<file path="config.mk">
export PLATFORM = sky130hd
export DESIGN_NAME = simple_stim_sequencer
export DESIGN_NICKNAME = d
export VERILOG_FILES = /design/src/rtl/simple_stim_sequencer_pkg.sv /design/src/rtl/simple_stim_sequencer_fifo.sv /design/src/rtl/simple_stim_sequencer.sv
export SDC_FILE = /design/constraint.sdc
export NUM_CORES = 1
export LEC_CHECK = 0
export BUFFER_PORTS_ARGS = -buffer_cell sky130_fd_sc_hd__buf_2
export CAP_MARGIN = 20
export CORE_MARGIN = 2
export CORE_UTILIZATION = 53
export CTS_BUF_LIST = sky130_fd_sc_hd__clkbuf_8
export DETAILED_ROUTE_END_ITERATION = 7
export GPL_TIMING_DRIVEN = 0
export PLACE_DENSITY_LB_ADDON = 0.2
export SYNTH_ARGS = -nofsm -noshare
export SYNTH_HDL_FRONTEND = slang
export SYNTH_SLANG_ARGS = --single-unit
</file>
<file path="constraint.sdc">
create_clock -name clk -period 2 [get_ports clk]
set_input_delay 0.4 -clock clk [delete_from_list [all_inputs] [get_ports clk]]
set_output_delay 0.4 -clock clk [all_outputs]
set_load 0.01 [all_outputs]
</file>
<file path="src/rtl/simple_stim_sequencer_pkg.sv">
// Shared types for the simple_dpi operand feeder: FSM states, config addresses
// and the buffered operand-pair layout.
package simple_stim_pkg;

    localparam int unsigned PAIR_DATA_W = 8;

    localparam logic CFG_ADDR_OPT1_F = 1'b0;
    localparam logic CFG_ADDR_VALID  = 1'b1;

    typedef enum logic {
        IDLE = 1'b0,
        HOLD = 1'b1
    } state_t;

    typedef struct packed {
        logic [PAIR_DATA_W-1:0] arg1;
        logic [PAIR_DATA_W-1:0] arg2;
    } pair_t;

endpackage

</file>
<file path="src/rtl/simple_stim_sequencer_fifo.sv">
// Synchronous operand-pair FIFO with registered full/empty flags and fill level.
// A written entry becomes poppable one edge after the edge that wrote it.
module simple_stim_fifo
    import simple_stim_pkg::*;
#(
    parameter int unsigned DEPTH = 4,
    localparam int unsigned AW = $clog2(DEPTH),
    localparam int unsigned LW = $clog2(DEPTH + 1)
) (
    input  logic          clk,
    input  logic          reset_n,
    input  logic          push,
    input  logic          pop,
    input  pair_t         wr_data,
    output pair_t         rd_data,
    output logic          full,
    output logic          empty,
    output logic [LW-1:0] level
);

    pair_t         mem [DEPTH];
    logic [AW-1:0] wr_ptr;
    logic [AW-1:0] rd_ptr;
    logic [LW-1:0] count;
    logic [LW-1:0] older;
    logic [LW-1:0] count_next;

    // Entries already present before this edge that survive its pop; only
    // these may be popped on the following edge.
    assign older      = count - LW'(pop);
    assign count_next = older + LW'(push);

    always_ff @(posedge clk or negedge reset_n) begin
        if (!reset_n) begin
            wr_ptr <= '0;
            rd_ptr <= '0;
            count  <= '0;
            full   <= 1'b0;
            empty  <= 1'b1;
        end else begin
            if (push) wr_ptr <= wr_ptr + 1'b1;
            if (pop)  rd_ptr <= rd_ptr + 1'b1;
            count <= count_next;
            full  <= (count_next == LW'(DEPTH));
            empty <= (older == '0);
        end
    end

    always_ff @(posedge clk) begin
        if (push) mem[wr_ptr] <= wr_data;
    end

    assign rd_data = mem[rd_ptr];
    assign level   = count;

endmodule

</file>
<file path="src/rtl/simple_stim_sequencer.sv">
// Feeds buffered operand pairs to simple_dpi for HOLD_CYCLES enabled cycles each and
// commits shadowed parameter writes only on a pair boundary.
module simple_stim_sequencer
    import simple_stim_pkg::*;
#(
    parameter int unsigned DATA_W      = PAIR_DATA_W,
    parameter int unsigned FIFO_DEPTH  = 4,
    parameter int unsigned HOLD_CYCLES = 1,
    localparam int unsigned LW = $clog2(FIFO_DEPTH + 1),
    localparam int unsigned CW = (HOLD_CYCLES > 1) ? $clog2(HOLD_CYCLES) : 1
) (
    input  logic              clk,
    input  logic              reset_n,
    input  logic              s_valid,
    output logic              s_ready,
    input  logic [DATA_W-1:0] s_arg1,
    input  logic [DATA_W-1:0] s_arg2,
    input  logic              cfg_we,
    input  logic              cfg_addr,
    input  logic [DATA_W-1:0] cfg_wdata,
    input  logic              cfg_commit,
    output logic              clk_enable,
    output logic [DATA_W-1:0] inputArg1,
    output logic [DATA_W-1:0] inputArg2,
    output logic [DATA_W-1:0] opt1_f,
    output logic              param_valid,
    output logic [LW-1:0]     level
);

    state_t            state, state_next;
    logic [CW-1:0]     cnt, cnt_next;
    logic              ce_next;
    logic [DATA_W-1:0] arg1_next, arg2_next;
    logic              ready_en, full, empty, push, pop, apply;
    logic [DATA_W-1:0] shadow_opt1_f;
    logic              shadow_valid, commit_pending;
    pair_t             wr_pair, head;

    assign s_ready = ready_en & ~full;
    assign push    = s_valid & s_ready;
    assign wr_pair = '{arg1: s_arg1, arg2: s_arg2};

    simple_stim_fifo #(.DEPTH(FIFO_DEPTH)) u_fifo (
        .clk     (clk),
        .reset_n (reset_n),
        .push    (push),
        .pop     (pop),
        .wr_data (wr_pair),
        .rd_data (head),
        .full    (full),
        .empty   (empty),
        .level   (level)
    );

    always_comb begin
        state_next = state;
        cnt_next   = cnt;
        ce_next    = clk_enable;
        arg1_next  = inputArg1;
        arg2_next  = inputArg2;
        pop        = 1'b0;
        unique case (state)
            IDLE: pop = ~empty;
            HOLD: begin
                if (cnt != '0) begin
                    cnt_next = cnt - 1'b1;
                end else if (!empty) begin
                    pop = 1'b1;
                end else begin
                    ce_next    = 1'b0;
                    state_next = IDLE;
                end
            end
        endcase
        if (pop) begin
            arg1_next  = head.arg1;
            arg2_next  = head.arg2;
            ce_next    = 1'b1;
            cnt_next   = CW'(HOLD_CYCLES - 1);
            state_next = HOLD;
        end
    end

    // A pending commit rides on the next pop, or lands at once when idle.
    assign apply = commit_pending & (pop | (state == IDLE));

    always_ff @(posedge clk or negedge reset_n) begin
        if (!reset_n) begin
            state          <= IDLE;
            cnt            <= '0;
            clk_enable     <= 1'b0;
            inputArg1      <= '0;
            inputArg2      <= '0;
            ready_en       <= 1'b0;
            opt1_f         <= '0;
            param_valid    <= 1'b0;
            shadow_opt1_f  <= '0;
            shadow_valid   <= 1'b0;
            commit_pending <= 1'b0;
        end else begin
            state      <= state_next;
            cnt        <= cnt_next;
            clk_enable <= ce_next;
            inputArg1  <= arg1_next;
            inputArg2  <= arg2_next;
            ready_en   <= 1'b1;
            if (apply) begin
                opt1_f      <= shadow_opt1_f;
                param_valid <= shadow_valid;
            end
            if (cfg_we) begin
                if (cfg_addr == CFG_ADDR_OPT1_F) shadow_opt1_f <= cfg_wdata;
                else                             shadow_valid  <= cfg_wdata[0];
            end
            commit_pending <= cfg_commit | (commit_pending & ~apply);
        end
    end

endmodule

</file>
==> summary.txt, run 1 <==
Status
  – Status: complete, no violations

STA
  – Setup tns final: 0 ns
  – Final min period: 1.91 ns
  – Worst-margin pin slew: 0.913 ns
  – Max-slew violations: 0
  – Relative slew slack: about two fifths
  – Fin. Hold Viols: 0
  – Final number of setup-violating endpoints: 0
  – Part of the cycle the worst path needs: about 96%
  – Clock Skew: 0.0138 ns
  – Max Clock Freq: between 0.5 and 0.6 GHz

Clocking
  – CTS H-tree depth: 3
  – Clock Tree Root: clkbuf_8
  – Cts bufs inserted: 9
  – Clock Pin Slew Worst Setup and Hold Paths: ~0.11 ns
  – Post-CTS Setup Repair Bufs: 0
  – Clock Path Buffers: 2
  – Clock Sinks: 111
  – TritonCTS clock tree: yes
  – Clk_lat worst skew: 0.37 ns

Cells and area
  – Final core occ: 63.6%
  – N_diodes: 0
  – Layout Cells excl Fill: 420
  – Layout cells sized above 1: 41.2%
  – Synth-to-layout area growth: 15.1%
  – FILL cells: 575
  – Nets: 351

Critical path
  – Critical Path RT: 2.26 ns
  – Worst Path Class, Setup: flip-flop to flip-flop
  – CP max FO: 19
  – Critical Path End Type: flip-flop
  – Critical Path AT: 2.17 ns
  – CP Launch Type: flip-flop

Power
  – Power density over cell area: 1340 mW/mm2
  – Leakage: 0.00205 uW
  – Worst VDD drop: roughly 0.6 mV

Routing
  – WL final: 7320 um
  – Vias per cell: about 5.2
  – Vias post-DR: 2202
  – Antenna viol nets, final: 0
  – Number of remaining DRC errors: 0
  – Met1 Routed Length: 3130 um
  – Wire length on met2: 3780 um
  – DR top layer: met4
  – Wirelength per Cell: 17.4 um
  – Initial DRC count: 85
  – Met3 wire length: 298 um
  – DRT Pass-1 Iters: 4

Synthesis
  – Post-Synth Simple-Gate Area: 3.39%
  – Post-synth cell types: 27
  – Ranking of synthesized cells by area: edfxtp_1, dfrtp_1, mux2_2
  – Syn nets: 280
  – Top cell type by total area after synthesis: edfxtp_1
  – Post-synthesis xor/xnor area fraction: 1.02%
  – Compound-Gate Fraction of Synth Area: roughly 4.9%
  – Gate Count Post-Synth: 242
  – Seq/Total Area, Yosys: 71.9%
  – Adder-cell share of the synthesized area: 2.32%
  – Synth top area share: between 40% and 50%
  – Yosys warns: 0
  – Avg Cell Area, Syn: 17.8 um2
  – Mux cell area share after synthesis: 13.9%
  – Post-synthesis cell area: 0.00431 mm2
  – Yosys reg bits: 111
  – Largest family of logic cells by synthesized area: multiplexers

Place
  – IO Port Bufs: 59
  – GPL Wtd Cong: slightly below 0.7
  – Post-DP HPWL: 4660 um
  – Dpl cells: roughly 400

Worst hold path
  – Hold Crit Class: input pin to flip-flop

Global route
  – GRT overflow: 0
  – Gr usage total: 17.8%
  – Largest net degree at the start of global routing: 48
  – Global-route wire length before repair: 11600 um
  – Initial antenna violation count: 0
  – Vias in the first global route: roughly 2300

Floorplan
  – Full die area: 0.00888 mm2
  – Effective utilization at floorplan: 55.2%
  – Die Ht: 94.2 um
  – Die Width: 94.2 um
  – Core Area: 0.00781 mm2
  – Row Count: 32
  – Io pins: 60

Job
  – MaxCap Viol Count: 0
## power breakdown
group | leakage (uW) | switching, uW | internal (uW)
clock network | 0.0000977 | 763 | 472
logic | 0.000834 | 1120 | 1110
registers | 0.00112 | 243 | 2940
## kinds of logic after synthesis
logic type,after synthesis
flops,111
mux,51
simple gates,29
compound gates,19
buf+inv,18
fa+ha+maj,8
xor+xnor,5
other cells,1
## synthesized netlist by cell type, drive strengths merged
master and instances:
o221a 16, nand2 19, ha 8, a21boi 1, nor2b 1, edfxtp 64
nor2 1, a31o 1, nor3b 1, dfrtp 46, o21ai 1, buf 9
mux2i 16, and2b 1, dfstp 1, xnor2 5, inv 9, mux2 35
and3 5, and2 1, conb 1
## cell usage in the layout, fill, tap and decap left out, types with 2 or more instances in the layout
cell,n
and3_1,5
buf_2,61
buf_4,2
buf_6,3
clkbuf_8,9
dfrtp_1,46
edfxtp_1,64
ha_1,8
inv_1,9
inv_6,4
mux2_2,23
mux2_4,12
mux2i_1,16
nand2_1,18
o221a_1,12
o221a_2,4
xnor2_1,4
## per-stage QoR
stage                     instance area (um2)  total power [uW]  hold slack [ns]  setup slack [ns]
after floorplan                          4310              4710            0.104            0.0223
after global placement                   4740              5360            0.480            -0.198
after detailed placement                 4740              5430            0.489            -0.236
after CTS                                4920              6680            0.206            0.0358
after global routing                     4960              7040            0.211          -0.00405
final                                    4960              6640            0.221            0.0871
## cell type report
type	instances	area, um2	area share (%)
clock inverters	7	55.1	1.11
multi-input cells	113	1120	22.5
flip-flops and latches	111	3100	62.5
clock buffers	9	124	2.50
repair buffers	61	325	6.56
well taps	102	128	2.57
inverters	9	38.8	0.782
plain buffers	8	73.8	1.49
## sequential cells by signal, summed over array words and instances, names as in the netlist
name            flops
commit_pending      1
u_fifo.rd_ptr       2
shadow_opt1_f       8
u_fifo.mem         64
u_fifo.empty        1
u_fifo.level        3
clk_enable          1
u_fifo.full         1
opt1_f              8
inputArg2           8
ready_en            1
state               1
shadow_valid        1
u_fifo.wr_ptr       2
inputArg1           8
param_valid         1
## worst max-delay path: stages, from the launching register on
cell	delay [ns]
dfstp_2	0.55
buf_8	0.14
inv_6	0.09
ha_1	0.19
ha_1	0.28
inv_1	0.04
ha_1	0.21
xnor2_2	0.14
nor3b_2	0.16
## per-layer routing
layer | track usage (%) | up-vias
li1 | - | 1043
met1 | 23.3 | 1102
met2 | 30.0 | 48
met3 | 2.97 | 9
met4 | 6.88 | 0
met5 | 0 | -
## worst paths after layout
path                         startpoint          endpoint  slack (ns)  cells past startpoint
max in group asynchronous       reset_n      u_fifo.empty        1.02                      3
setup reg to reg           u_fifo.empty       u_fifo.full        0.09                      8
hold / removal               cfg_commit    commit_pending        0.22                      2
hold reg to reg               opt1_f[7]         opt1_f[7]        0.51                      1
setup / recovery           u_fifo.empty       u_fifo.full        0.09                      8
min in group asynchronous       reset_n  shadow_opt1_f[4]        0.43                      2
## timing repair
| action | CTS | global route |
|---|---|---|
| pin swaps | 0 | 1 |
| gates resized for setup | 3 | 2 |
| endpoints found under the hold margin | 0 | 10 |
| hold buffers | 0 | 1 |
| endpoints found under the setup margin | 2 | 1 |
(Power assumes the default switching activity.)
==> run 2, diff against run 1 <==
--- a/config.mk
+++ b/config.mk
@@ -8,7 +8,7 @@
 export BUFFER_PORTS_ARGS = -buffer_cell sky130_fd_sc_hd__buf_2
 export CAP_MARGIN = 20
 export CORE_MARGIN = 2
-export CORE_UTILIZATION = 53
+export CORE_UTILIZATION = 60
 export CTS_BUF_LIST = sky130_fd_sc_hd__clkbuf_8
 export DETAILED_ROUTE_END_ITERATION = 7
 export GPL_TIMING_DRIVEN = 0
==> constraint.sdc (replaced) <==
create_clock -name clk -period 2.3 [get_ports clk]
set_input_delay 0.46 -clock clk [delete_from_list [all_inputs] [get_ports clk]]
set_output_delay 0.46 -clock clk [all_outputs]
set_load 0.01 [all_outputs]
==> summary.txt, run 2 (synthesis gave the netlist of run 1 again) <==
Cells and area
  – Largest register FFs: 64 (unchanged)
  – Final instance area: 0.00496 mm2 (about the same)
  – Layout cells sized above 1: 41.5% (+0.31 points)
  – Commonest non-fill, non-tap cell in the layout: edfxtp_1
  – Commonest non-fill, non-tap cells in the layout: edfxtp_1, buf_2, dfrtp_1
  – Footprint of the multi-input gates: 0.00111 mm2 (-0.67%)
  – Synth-to-layout area growth: 15.0% (about the same)
  – N_diodes: 0 (unchanged)
  – FF+latch area: 0.00310 mm2 (unchanged)
  – Final core occ: 72.2% (+8.6 points)
  – Register with the most flip-flops: u_fifo.mem
  – FILL cells: 449 (-22%)
  – Nets: 351 (unchanged)

Floorplan
  – Effective utilization at floorplan: 62.8% (+7.5 points)
  – Io pins: 60 (unchanged)
  – Die Ht: 88.8 um (-5.8%)
  – Full die area: 0.00788 mm2 (-11%)
  – Row Count: 30 (-6.3%)
  – Die Width: 88.8 um (-5.8%)
  – Core Area: 0.00687 mm2 (-12%)

Place
  – GPL Wtd Cong: 0.693 (+0.17%)
  – Placed instance area: 0.00473 mm2 (-0.16%)
  – IO Port Bufs: 59 (unchanged)
  – Post-DP HPWL: 4580 um (-1.6%)

Critical path
  – CP max FO: 10 (-9)
  – R2r endpoint: u_fifo.full
  – Critical-path top delay cell: dfstp_2
  – Cell repeated most along the worst path: ha_1
  – Critical Path AT: 2.43 ns (+0.26 ns)
  – Critical Path RT: 2.58 ns (+0.32 ns)
  – CP cell instances: buf_4, inv_4, buf_2, ha_1, ha_1, inv_1, ha_1, xnor2_1, nor3b_2
  – Setup slack, reg-to-reg: 0.14 ns (+0.06 ns)
  – CP Launch Type: flip-flop
  – Critical Path End Type: flip-flop
  – Peak per-stage delay on the critical path: 0.52 ns (-0.03 ns)
  – Critical Path Sink: u_fifo.full
  – Worst setup startpoint: u_fifo.empty
  – Worst Path Class, Setup: flip-flop to flip-flop
  – RR Startpoint: u_fifo.empty
  – R2R depth: 9 (+1)

Routing
  – Initial DRC count: 100 (+18%)
  – WL final: 7160 um (-2.3%)
  – Vias per cell: 5.41 (+3.1%)
  – Vias post-DR: 2238 (+1.6%)
  – Wirelength per Cell: 17.3 um (-0.85%)
  – Number of remaining DRC errors: 0 (unchanged)
  – Antenna viol nets, final: 0 (unchanged)
  – DRT Pass-1 Iters: 4 (unchanged)

Clocking
  – Clock Sinks: 111 (unchanged)
  – Clk_lat worst skew: 0.36 ns (about the same)
  – Clock Tree Root: clkbuf_8
  – TritonCTS clock tree: yes
  – Clock Path Buffers: 2 (unchanged)
  – Post-CTS Setup Repair Bufs: 0 (unchanged)
  – Cts bufs inserted: 9 (unchanged)
  – CTS H-tree depth: 3 (unchanged)
  – Clock Pin Slew Worst Setup and Hold Paths: 0.11 ns (about the same)

STA
  – Max Clock Freq: 0.464 GHz (-11%)
  – Clock Skew: 0.0144 ns (+0.000627 ns)
  – Worst-margin pin slew: 0.919 ns (+0.00592 ns)
  – Relative slew slack: 38.7% (-0.39 points)
  – Final number of setup-violating endpoints: 0 (unchanged)
  – Final min period: 2.16 ns (+0.244 ns)
  – Max-slew violations: 0 (unchanged)
  – Fin. Hold Viols: 0 (unchanged)
  – Part of the cycle the worst path needs: 93.8% (-1.9 points)

Job
  – MaxCap Viol Count: 0 (unchanged)

Global route
  – GRT overflow: 0 (unchanged)
  – Global-route wire length before repair: 11100 um (-3.9%)
  – Vias in the first global route: 2142 (-6.3%)
  – Largest net degree at the start of global routing: 48 (unchanged)
  – Initial antenna violation count: 0 (unchanged)
  – Gr usage total: 19.7% (+1.9 points)

Power
  – Worst VDD drop: 0.588 mV (-2.1%)
  – Overall Power: 5830 uW (-12%)
  – Leakage: 0.00205 uW (-0.11%)
  – Power density over cell area: 1180 mW/mm2 (-12%)

Status
  – Status: complete, no violations

Worst hold path
  – Hold Crit Class: input pin to async pin
[run 2: changes by cell type in the layout (fill, tap and decap cells not counted)]
cell	change
clkinvlp_2	+1
dlygate4sd3_1	-1
inv_1	-1
buf_2	+1
bufinv_16	+1
buf_4	+1
buf_8	-1
inv_6	-4
xnor2_1	+1
inv_4	+1
clkbuf_8	+1
clkinv_4	+1
xnor2_2	-1
[run 2: layout make-up]
class / instances / share of cell area [%]
inverters: 9 / 0.732
well taps: 96 / 2.42
repair buffers: 60 / 6.36
multi-input cells: 113 / 22.4
clock buffers: 10 / 2.77
flip-flops and latches: 111 / 62.5
clock inverters: 6 / 1.39
plain buffers: 9 / 1.44
[run 2: stage by stage]
stage	TNS, ns	hold slack, ns	std cells	setup slack [ns]
finish	0	0.0454	414	0.143
global route	-0.00397	0.0407	414	-0.00397
floorplan	0	0.164	242	0.322
detailed placement	0	0.489	397	0.105
global placement	0	0.483	397	0.0967
CTS	0	0.279	413	0.0734
[run 2: what timing repair did]
| item | CTS | global route |
|---|---|---|
| endpoints found under the setup margin | 0 | 1 |
| hold buffers | 0 | 0 |
| hold endpoints to repair | 0 | 0 |
| resized for setup | 0 | 1 |
[run 2: power breakdown]
group | internal (uW) | switching, uW
registers | 2550 | 205
logic | 942 | 959
clock network | 541 | 631
total | 4040 | 1800
[run 2: worst min-delay path by stage]
stage | startpoint | to | slack (ns) | cells after the start
after global routing | reset_n | opt1_f[7] | 0.04 | 1
after detailed placement | shadow_opt1_f[6] | opt1_f[6] | 0.49 | 1
after CTS | cfg_commit | commit_pending | 0.28 | 2
final | reset_n | inputArg1[4] | 0.05 | 1
after global placement | shadow_valid | param_valid | 0.48 | 1
after floorplan | reset_n | clk_enable | 0.16 | 0
[run 2: metal layers]
metal | GRT usage, % | vias up | part of all wire [%]
met4 | 5.79 | 0 | 0.98
met2 | 31.7 | 47 | 51
met1 | 26.9 | 1141 | 44
li1 | - | 1044 | -
met3 | 5.32 | 6 | 3.7
met5 | 0 | - | 0
[run 2: worst max-delay path: cells and delay by family, from the launching register on]
| kind | cells | cell delay, ns |
|---|---|---|
| xor gates and xnor gates | 1 | 0.17 |
| adders and majority gates | 3 | 0.68 |
| DFF | 1 | 0.52 |
| buffers and inverters | 4 | 0.51 |
| and+or+nand+nor | 1 | 0.19 |
==> run 3, diff against run 2 <==
--- a/config.mk
+++ b/config.mk
@@ -8,8 +8,9 @@
 export BUFFER_PORTS_ARGS = -buffer_cell sky130_fd_sc_hd__buf_2
 export CAP_MARGIN = 20
 export CORE_MARGIN = 2
-export CORE_UTILIZATION = 60
+export CORE_UTILIZATION = 35
 export CTS_BUF_LIST = sky130_fd_sc_hd__clkbuf_8
+export CTS_CLUSTER_SIZE = 8
 export DETAILED_ROUTE_END_ITERATION = 7
 export GPL_TIMING_DRIVEN = 0
 export PLACE_DENSITY_LB_ADDON = 0.2
==> summary.txt, run 3 (synthesis gave the netlist of run 1 again) <==
Power
  – Int Pwr: 3880 uW (-3.8%)
  – Worst VDD drop: 0.531 mV (-9.8%)
  – Seq pwr share: 48.3% (+1.0 points)
  – Switching power: 1840 uW (+2.2%)
  – Power density over cell area: 1150 mW/mm2 (-2.4%)
  – Leakage: 0.00202 uW (-1.4%)
  – Switching fraction of total power: 32.1% (+1.3 points)
  – Clk network pwr share: 18.1% (-2.0 points)
  – Comb pwr share: 33.6% (+1.0 points)

Routing
  – Wirelength per Cell: 17.0 um (-1.8%)
  – Number of remaining DRC errors: 0 (unchanged)
  – Antenna viol nets, final: 0 (unchanged)
  – Vias post-DR: 2213 (-1.1%)
  – Initial DRC count: 89 (-11%)
  – DRT Pass-1 Iters: 4 (unchanged)
  – Vias per cell: 4.77 (-12%)
  – WL final: 7880 um (+10%)

Clocking
  – Cts hold-fix bufs: 0 (unchanged)
  – Clock Sinks: 111 (unchanged)
  – Post-CTS Setup Repair Bufs: 0 (unchanged)
  – Cts bufs inserted: 9 (unchanged)
  – Clock Tree Root: clkbuf_8
  – CTS H-tree depth: 3 (unchanged)
  – Clock Path Buffers: 2 (unchanged)
  – Clock Pin Slew Worst Setup and Hold Paths: 0.10 ns (about the same)
  – Clk_lat worst skew: 0.37 ns (about the same)
  – TritonCTS clock tree: yes

Job
  – MaxCap Viol Count: 0 (unchanged)

Floorplan
  – Full die area: 0.0132 mm2 (+68%)
  – Row Count: 40 (+33%)
  – Effective utilization at floorplan: 35.9% (-27 points)
  – Die Ht: 115 um (+30%)
  – Core Area: 0.0120 mm2 (+75%)
  – Io pins: 60 (unchanged)
  – Die Width: 115 um (+30%)

Critical path
  – Worst Path Class, Setup: flip-flop to flip-flop
  – Cell repeated most along the worst path: ha_1
  – CP cell instances: buf_4, inv_4, ha_1, ha_1, inv_1, ha_1, xnor2_1, nor3b_2
  – Critical Path End Type: flip-flop
  – Peak per-stage delay on the critical path: 0.54 ns (+0.02 ns)
  – Crit-path leading delay family: adder cells
  – CP max FO: 19 (+9)
  – Critical-path top delay cell: dfstp_2
  – Critical Path AT: 2.33 ns (-0.10 ns)
  – Critical Path RT: 2.60 ns (+0.02 ns)
  – Buffers and inverters on the worst path: 3 (-1)
  – CP Launch Type: flip-flop

STA
  – RSZ-0062 raised after global routing: false
  – Worst-margin pin slew: 0.959 ns (+0.0393 ns)
  – Max-slew violations: 0 (unchanged)
  – Max Clock Freq: 0.493 GHz (+6.3%)
  – Setup tns final: 0 ns (unchanged)
  – Setup ws final: 0.272 ns (+0.128 ns)
  – Final min period: 2.03 ns (-0.128 ns)
  – Clock Skew: 0.0106 ns (-0.00385 ns)
  – Final number of setup-violating endpoints: 0 (unchanged)
  – Fin. Hold Viols: 0 (unchanged)
  – Part of the cycle the worst path needs: 88.2% (-5.6 points)
  – Relative slew slack: 36.1% (-2.6 points)

Place
  – IO Port Bufs: 59 (unchanged)
  – Dpl cells: 449 (+13%)
  – Pre-CTS WS: 0.0687 ns (-0.0359 ns)
  – Post-DP HPWL: 5070 um (+11%)
  – GPL Wtd Cong: 0.694 (+0.17%)

Global route
  – GRT overflow: 0 (unchanged)
  – Global-route wire length before repair: 12500 um (+12%)
  – Vias in the first global route: 2308 (+7.7%)
  – Initial antenna violation count: 0 (unchanged)
  – Gr usage total: 12.9% (-6.9 points)
  – Largest net degree at the start of global routing: 29 (-40%)

Cells and area
  – Nets: 350 (-0.28%)
  – Register with the most flip-flops: u_fifo.mem
  – Layout cells sized above 1: 41.3% (-0.18 points)
  – Layout Cells excl Fill: 464 (+12%)
  – Commonest non-fill, non-tap cell in the layout: edfxtp_1
  – FILL cells: 1119 (+150%)
  – Commonest non-fill, non-tap cells in the layout: edfxtp_1, buf_2, dfrtp_1
  – N_diodes: 0 (unchanged)
  – Synth-to-layout area growth: 15.5%
  – Final core occ: 41.5% (-31 points)
  – Largest register FFs: 64 (unchanged)

Status
  – Status: complete, no violations

Worst hold path
  – Hold Crit Class: input pin to async pin
-- run 3: cell count changes in the layout (fill, tap and decap cells not counted), sizes merged --
cell      change
buf           -1
bufinv        -1
clkbuf        -1
clkinv        -1
clkinvlp      +3
-- run 3: worst register-to-register path, cell delays in order (launching register included) --
cell and delay [ns]:
dfstp_2 0.54, buf_4 0.18, inv_4 0.13, ha_1 0.22, ha_1 0.29, inv_1 0.04
ha_1 0.19, xnor2_1 0.18, nor3b_2 0.19
-- run 3: area by class of cell --
cell class | count | area [um2] | share of cell area [%]
sequential | 111 | 3100 | 62.2
multi-input combinational | 113 | 1110 | 22.3
timing repair buffer | 60 | 315 | 6.33
tap | 147 | 184 | 3.69
clock buffer | 9 | 124 | 2.49
buffer | 8 | 66.3 | 1.33
clock inverter | 7 | 47.5 | 0.954
inverter | 9 | 36.3 | 0.728
-- run 3: stage by stage --
stage,power [uW],area (um2),hold WS (ns)
floorplan,4100,4310,0.164
global placement,4710,4790,0.480
detailed placement,4770,4810,0.481
CTS,5820,4980,0.0615
global route,6100,4980,0.0683
finish,5720,4980,0.0485
-- run 3: metal layers --
layer,up-vias,track usage [%],wire length (um)
met5,-,0,0
met4,0,3.13,75
met3,6,5.38,499
met2,59,21.3,3830
met1,1113,15.8,3470
li1,1035,-,-
-- run 3: worst paths after layout --
path	startpoint	end	slack (ns)	depth (start not counted)
setup / recovery	u_fifo.empty	u_fifo.full	0.27	8
min in group clk	cfg_commit	commit_pending	0.29	2
setup reg to reg	u_fifo.empty	u_fifo.full	0.27	8
hold reg to reg	opt1_f[3]	opt1_f[3]	0.51	1
max in group asynchronous	reset_n	u_fifo.empty	1.66	2
hold / removal	reset_n	u_fifo.level[1]	0.05	1
-- run 3: repair_timing --
| action | 4_1_cts | 5_1_grt |
|---|---|---|
| gates resized for setup | 0 | 1 |
| endpoints found under the hold margin | 0 | 0 |
| endpoints found under the setup margin | 0 | 1 |
-- run 3: power groups by stage --
stage,Combinational [uW],Sequential [uW],Clock (uW)
after detailed placement,1960,2810,0
final,1920,2760,1040
after CTS,1960,2770,1090
after global routing,2120,2820,1170
after global placement,1910,2800,0
after floorplan,1210,2890,0
